File: src/rtl/instr_fetch.sv
// instr_fetch: instruction fetch stage ahead of the decoder.
// Owns the PC and fetches one 32-bit word at a time from instruction memory
// over a req/ack handshake. Each word is presented with its PC to the decoder
// over valid/ready. Absolute redirects from downstream restart fetching at a
// new target; an in-flight request made stale by a redirect is drained and
// its response discarded.
//
// Ports:
//   clk          rising-edge clock
//   reset        asynchronous active-low reset
//   imem_req     fetch request, held until imem_ack
//   imem_addr    word address of the request (stable while imem_req high)
//   imem_ack     response strobe, imem_rdata valid in the same cycle
//   imem_rdata   fetched instruction word
//   instr        instruction presented to the decoder
//   instr_pc     PC of instr
//   instr_valid  instr/instr_pc valid
//   instr_ready  decoder consumes instr when instr_valid & instr_ready
//   redirect     one-cycle request to continue fetching at redirect_pc
//   redirect_pc  redirect target (bits [1:0] are dropped)
//   fetch_fault  one-cycle pulse after a redirect with a misaligned target
//   instr_count  number of instructions consumed by the decoder
module instr_fetch #(
  parameter logic [31:0] RESET_PC = 32'h0000_0000
) (
  input  logic        clk,
  input  logic        reset,
  output logic        imem_req,
  output logic [31:0] imem_addr,
  input  logic        imem_ack,
  input  logic [31:0] imem_rdata,
  output logic [31:0] instr,
  output logic [31:0] instr_pc,
  output logic        instr_valid,
  input  logic        instr_ready,
  input  logic        redirect,
  input  logic [31:0] redirect_pc,
  output logic        fetch_fault,
  output logic [31:0] instr_count
);

  localparam int unsigned XLEN      = 32;
  localparam int unsigned INSTR_BYT = 4;

  typedef enum logic [1:0] {
    IDLE  = 2'd0,
    REQ   = 2'd1,
    VALID = 2'd2,
    DRAIN = 2'd3
  } state_t;

  state_t          state;
  logic [XLEN-1:0] pc;
  logic [XLEN-1:0] pending_pc;
  logic [XLEN-1:0] target_c;
  logic            consume_c;

  // Redirect target with the byte offset stripped
  assign target_c  = {redirect_pc[XLEN-1:2], 2'b00};

  // Decoder handshake completes this cycle
  assign consume_c = (state == VALID) && instr_ready;

  // Outputs decode from registers only; no input-to-output paths
  assign imem_req    = (state == REQ) || (state == DRAIN);
  assign imem_addr   = pc;
  assign instr_valid = (state == VALID);

  // Fetch FSM and datapath registers
  always_ff @(posedge clk or negedge reset) begin
    if (!reset) begin
      state       <= IDLE;
      pc          <= RESET_PC;
      pending_pc  <= '0;
      instr       <= '0;
      instr_pc    <= '0;
      fetch_fault <= 1'b0;
    end else begin
      // Misalignment is reported but the aligned redirect still proceeds
      fetch_fault <= redirect && (redirect_pc[1:0] != 2'b00);

      unique case (state)
        IDLE: begin
          if (redirect) begin
            pc <= target_c;
          end
          state <= REQ;
        end

        REQ: begin
          if (imem_ack) begin
            if (redirect) begin
              // Response is already stale; restart at the target next cycle
              pc <= target_c;
            end else begin
              instr    <= imem_rdata;
              instr_pc <= pc;
              state    <= VALID;
            end
          end else if (redirect) begin
            // Address must stay put until the memory acks the old request
            pending_pc <= target_c;
            state      <= DRAIN;
          end
        end

        DRAIN: begin
          if (imem_ack) begin
            // A redirect arriving with the ack is newer than pending_pc
            pc    <= redirect ? target_c : pending_pc;
            state <= REQ;
          end else if (redirect) begin
            pending_pc <= target_c;
          end
        end

        VALID: begin
          if (redirect) begin
            pc    <= target_c;
            state <= REQ;
          end else if (instr_ready) begin
            pc    <= XLEN'(instr_pc + XLEN'(INSTR_BYT));
            state <= REQ;
          end
        end

        default: begin
          state <= IDLE;
        end
      endcase
    end
  end

  // Consumed-instruction counter; a word consumed alongside a redirect counts
  always_ff @(posedge clk or negedge reset) begin
    if (!reset) begin
      instr_count <= '0;
    end else if (consume_c) begin
      instr_count <= XLEN'(instr_count + XLEN'(1));
    end
  end

endmodule

File: config.mk
export PLATFORM = sky130hd
export DESIGN_NAME = instr_fetch
export DESIGN_NICKNAME = d
export VERILOG_FILES = /design/src/rtl/instr_fetch.sv
export SDC_FILE = /design/constraint.sdc
export NUM_CORES = 1
export LEC_CHECK = 0
export CAP_MARGIN = 15
export CORE_MARGIN = 3
export CORE_UTILIZATION = 49
export DETAILED_ROUTE_END_ITERATION = 8
export PLACE_DENSITY = 0.81
export SETUP_SLACK_MARGIN = 0.3
export SYNTH_ARGS = -nofsm -noshare
export SYNTH_HDL_FRONTEND = slang
export SYNTH_SLANG_ARGS = --single-unit
export TNS_END_PERCENT = 30
File: constraint.sdc
create_clock -name clk -period 2.28 [get_ports clk]
set_clock_uncertainty 0.05 [all_clocks]
set_input_delay 0.342 -clock clk [delete_from_list [all_inputs] [get_ports clk]]
set_output_delay 0.342 -clock clk [all_outputs]
set_load 0.1 [all_outputs]
==> run summary, run 1 <==
pin count of the biggest net entering global routing = 67
setup_tns = 0 ps
Tmin final = 1940 ps
count of unique library cells instantiated by Yosys = 56
critical path class = flop to flop
DRT iter0 DRCs = 364
Top FF cell, synth = dfrtp_1
RSZ-0062 raised after global routing = true
CTS buffer count = 17
GP Congestion = 0.876
status = complete, no violations
Data arrival, critical path = 2190 ps
Logic pwr share = 49.6%
total core area = 14900 µm²
# diodes = 0
Clock power frac = 20.8%
Max FO, Critical Path = 16
Worst Path Required = 2520 ps
Final Hold Viols = 0
Layout area overhead = 40.7%
Fmax achieved = 515 MHz
initial core utilization = 51.4%
Rows = 44
CTS HTree Levels = 4
Worst setup EP type = flop
synthesis warning total = 0
drt wl/cell = 19.3 µm
GR Util All Layers = 24.1%
CTS tree = done
drt first pass iters = 5
NumNets Final = 960
Post-synth ARST share = 100%
Mapped Nets = 724
vias in the first global route = 6241
Critical Path Source Type = flop
vias per cell = 5.81
# fillers = 1015
I/O Pins = 200
Die Width = 131 µm
die span in y = 131 µm
fraction of layout cells with a size suffix above 1 = 42.8%
Syn Std Cell Area = 7630 µm²
Flop pwr share = 29.6%
Die Footprint = 17100 µm²
number of synthesized flops with an enable pin = 0
clock slew at reported path FFs = 60 ps
Final setup viols = 0
antenna viol nets, final = 0
via count = 6310
drt drc = 0
fin util = 72.2%
sequential-to-total area share from yosys stat = 53.4%
first-pass GRT wire length = 32200 µm
Pint = 0.00774 W
worst rel slew slack = 65.2%
buffers added on ports = 199
initial antenna violation count = 0
Peak VDD IR = 0.00116 V
syn_area_per_cell = 11.7 µm²
grt ovf = 0
LEAKAGE = 4.73 nW
insertion delay to the later sink of the worst-skew pair = 420 ps
Slew Limit Fails = 0
period utilization = 85.2%
DPL Wire Length = 14900 µm
multi-input logic area = 3410 µm²
NetSw = 0.00768 W
Reg area = 4200 µm²
Sw Ratio = 49.8%
Routed WL = 21000 µm
pwr dens = 1440 nW/µm²
Post-Synthesis Cells = 653
clk sinks = 163
clock root buffer = clkbuf_16
Worst-Margin Slew = 521 ps
max cap viols = 0
Yosys reg bits = 163
CTS Buffer Depth = 2
worst hold path class = primary input to async pin
==> Yosys cell counts, drive strengths merged (5+ instances only) <==
master  count  area (µm²)
nor2       31         116
mux2       92        1040
xor2       19         166
inv         7        26.3
nand4      11        81.3
buf        21         115
xnor2      36         315
o21ai      33         165
a221oi     12         111
a221o       7        70.1
a21bo       7        70.1
nor4        5        61.3
nor3       14         101
clkbuf     13        68.8
dfrtp     163        4080
and3       20         125
nand2      50         188
and4        5        43.8
a21oi      19        95.1
nand3      41         223
==> final cells by class <==
| type | count | share of cell area [%] |
|---|---|---|
| Sequential cell | 163 | 39.1 |
| Timing Repair Buffer | 251 | 20.5 |
| Clock buffer | 22 | 4.32 |
| Multi-Input combinational cell | 449 | 31.8 |
| Inverter | 7 | 0.268 |
| Clock inverter | 10 | 1.89 |
| Tap cell | 184 | 2.14 |
==> cell usage in the layout, fill, tap and decap left out, types with 9 or more instances in the layout <==
master	n
o21ai_0	24
a21oi_1	19
nor2_1	30
a221oi_1	11
and3_1	19
o21ai_1	9
buf_4	171
dfrtp_2	25
nand4_1	9
dfrtp_1	114
nand2_1	49
clkdlybuf4s50_1	66
mux2_2	92
xor2_1	19
buf_12	11
nand3_1	38
clkbuf_16	17
dfrtp_4	24
xnor2_1	36
==> worst max-delay path: stages, from the launching register on <==
cell	delay (ps)
dfrtp_1	440
buf_4	270
nor2b_2	350
buf_4	250
buf_4	170
o211ai_1	90
o21ai_0	80
o21ai_0	110
==> layer usage <==
layer / part of all wire [%] / up-vias / track usage, %
li1: - / 2834 / -
met1: 42 / 3136 / 31.5
met2: 48 / 302 / 39.1
met3: 7.7 / 38 / 5.57
met4: 2.2 / 0 / 9.38
met5: 0 / - / 0
==> worst paths after layout <==
kind,startpoint,to,slack [ps],cells past startpoint
worst max-delay path,state[1]$_DFFE_PN0P_,imem_addr[2]$_DFFE_PN0P_,340,7
worst min-delay path,reset,instr_count[20]$_DFFE_PN0P_,270,2
min in group clk,instr_count[31]$_DFFE_PN0P_,instr_count[31]$_DFFE_PN0P_,430,1
max in group asynchronous,reset,instr[15]$_DFFE_PN0P_,1260,3
worst min register to register,instr_count[31]$_DFFE_PN0P_,instr_count[31]$_DFFE_PN0P_,430,1
worst max register to register,state[1]$_DFFE_PN0P_,imem_addr[2]$_DFFE_PN0P_,340,7
==> repair_timing <==
item                                    CTS  global route
buffers inserted                          0            11
endpoints found under the setup margin    5            27
pin swaps                                 0             4
hold endpoints to repair                 65             0
gates resized for setup                   1            10
hold buffers                              1             0
==> kinds of logic after synthesis <==
| group | synth area share [%] |
|---|---|
| DFF | 53.4 |
| and+or+nand+nor | 13.3 |
| muxes | 14.1 |
| AOI/OAI and AO/OA | 9.79 |
| adders and majority gates | 0.328 |
| buffers and inverters | 2.75 |
| xor gates and xnor gates | 6.31 |
==> flip-flops by register name, summed over array words and instances, names as in the netlist <==
register and count:
fetch_fault 1, imem_addr 32, instr 32, instr_count 32, instr_pc 32, pending_pc 32, state 2
==> power by group through the flow <==
stage	clock [W]	combinational (W)	sequential, W
4_1_cts	0.00326	0.00756	0.00457
3_3_place_gp	0	0.00746	0.00455
6_report	0.00321	0.00765	0.00456
3_5_place_dp	0	0.00754	0.00461
5_1_grt	0.00337	0.00791	0.00466
2_1_floorplan	0	0.00133	0.00894
==> through the flow <==
stage	hold WS, ps	setup WS [ps]	area, µm²	total power, W	cells
after CTS	265	255	10600	0.0154	1075
after floorplan	-3.59	153	7780	0.0103	653
after detailed placement	138	-89.3	9940	0.0122	1042
final	274	337	10700	0.0154	1086
after global placement	135	-2.12	9940	0.0120	1042
after global routing	275	257	10700	0.0159	1086
No activity file was read; power rests on OpenSTA's default activity.
==> run 2: changes to the inputs <==
--- a/config.mk
+++ b/config.mk
@@ -5,7 +5,7 @@
 export SDC_FILE = /design/constraint.sdc
 export NUM_CORES = 1
 export LEC_CHECK = 0
-export CAP_MARGIN = 15
+export CAP_MARGIN = 20
 export CORE_MARGIN = 3
 export CORE_UTILIZATION = 49
 export DETAILED_ROUTE_END_ITERATION = 8
==> results of run 2 <==
No change in the layout: final DEF, timing and power equal those of run 1.
==> run 3: changes to the inputs <==
--- a/config.mk
+++ b/config.mk
@@ -6,7 +6,6 @@
 export NUM_CORES = 1
 export LEC_CHECK = 0
 export CAP_MARGIN = 20
-export CORE_MARGIN = 3
 export CORE_UTILIZATION = 49
 export DETAILED_ROUTE_END_ITERATION = 8
 export PLACE_DENSITY = 0.81
==> run summary, run 3 (synthesized netlist as in run 1, its figures left out) <==
insertion delay to the later sink of the worst-skew pair = 420 ps
setup_tns = 0 ps
LEAKAGE = 4.67 nW
pwr dens = 1440 nW/µm²
DPL Wire Length = 14600 µm
initial core utilization = 50.2%
drt drc = 0
period utilization = 87.8%
Worst setup EP type = flop
pin count of the biggest net entering global routing = 53
Routed WL = 20300 µm
via count = 6225
Final setup viols = 0
clk sinks = 163
Rows = 45
Peak VDD IR = 0.00131 V
status = complete, no violations
Die Width = 127 µm
antenna viol nets, final = 0
Data arrival, critical path = 2260 ps
buffers added on ports = 199
drt first pass iters = 5
grt ovf = 0
vias in the first global route = 6197
I/O Pins = 200
NumNets Final = 949
Tmin final = 2000 ps
commonest non-fill, non-tap cell in the layout = buf_4
CTS Buffer Depth = 2
Slew Limit Fails = 0
RSZ-0062 raised after global routing = true
clock root buffer = clkbuf_16
initial antenna violation count = 0
die span in y = 127 µm
worst rel slew slack = 56.2%
critical path class = flop to flop
CTS buffer count = 17
Worst-Margin Slew = 651 ps
Fmax achieved = 499 MHz
CTS HTree Levels = 4
Final Hold Viols = 0
flop2flop setup slack = 280 ps
hold slack = 400 ps
fin util = 70.0%
GP Congestion = 0.900
total core area = 15200 µm²
first-pass GRT wire length = 32500 µm
Reg2Reg Depth = 5
Layout area overhead = 39.5%
fraction of layout cells with a size suffix above 1 = 42.2%
# diodes = 0
worst hold path class = primary input to async pin
vias per cell = 5.77
CTS tree = done
DRT iter0 DRCs = 400
Worst Path Required = 2540 ps
GR Util All Layers = 26.0%
Critical Path Source Type = flop
Max FO, Critical Path = 5
clock slew at reported path FFs = 60 ps
drt wl/cell = 18.8 µm
Die Footprint = 16100 µm²
commonest non-fill, non-tap cells in the layout = buf_4, dfrtp_1, mux2_2
max cap viols = 0
-- run 3: final cells by class --
| cell class | count | area (µm²) |
|---|---|---|
| multi-input combinational | 449 | 3420 |
| clock buffer | 23 | 488 |
| fill | 1084 | 4560 |
| tap | 188 | 235 |
| sequential | 163 | 4200 |
| inverter | 7 | 28.8 |
| timing repair buffer | 240 | 2080 |
| clock inverter | 9 | 198 |
-- run 3: path summary, 6_finish.rpt --
path,startpoint,end
max,instr_count[7]$_DFFE_PN0P_,instr_count[29]$_DFFE_PN0P_
min,reset,instr_count[17]$_DFFE_PN0P_
max reg2reg,instr_count[7]$_DFFE_PN0P_,instr_count[29]$_DFFE_PN0P_
min reg2reg,instr_count[31]$_DFFE_PN0P_,instr_count[31]$_DFFE_PN0P_
max in group asynchronous,reset,instr_count[7]$_DFFE_PN0P_
min in group clk,instr_count[31]$_DFFE_PN0P_,instr_count[31]$_DFFE_PN0P_
-- run 3: where the power goes --
group	leakage, nW	switching [W]	internal, W
Combinational	2.39	0.00571	0.00180
Sequential	1.94	0.000832	0.00375
Clock	0.333	0.00110	0.00217
-- run 3: timing repair --
| action | in CTS | in global routing |
|---|---|---|
| setup buffers | 0 | 2 |
| hold buffers | 1 | 0 |
| pin swaps | 0 | 3 |
| setup endpoints to repair | 8 | 30 |
| hold endpoints to repair | 49 | 0 |
| resized for setup | 1 | 10 |
-- run 3: routing by layer --
metal	GRT usage, %	up-vias	share of wire (%)
met4	9.17	0	2.0
met3	6.24	29	7.2
met1	33.8	3093	43
met5	0	-	0
met2	42.7	284	48
li1	-	2819	-
-- run 3: worst max-delay path, stage by stage (launching register included) --
cell     delay (ps)
dfrtp_4         450
nand3_1         140
nor4_1          620
and3_2          380
nand3_1         110
xnor2_1         140
-- run 3: metrics by stage --
stage	cell area [µm²]	setup slack (ps)	total power (W)	std cells
3_5_place_dp	9890	-101	0.0121	1044
4_1_cts	10600	231	0.0154	1077
5_1_grt	10600	156	0.0159	1079
2_1_floorplan	7780	153	0.0103	653
6_report	10600	277	0.0154	1079
3_3_place_gp	9890	40.1	0.0120	1044
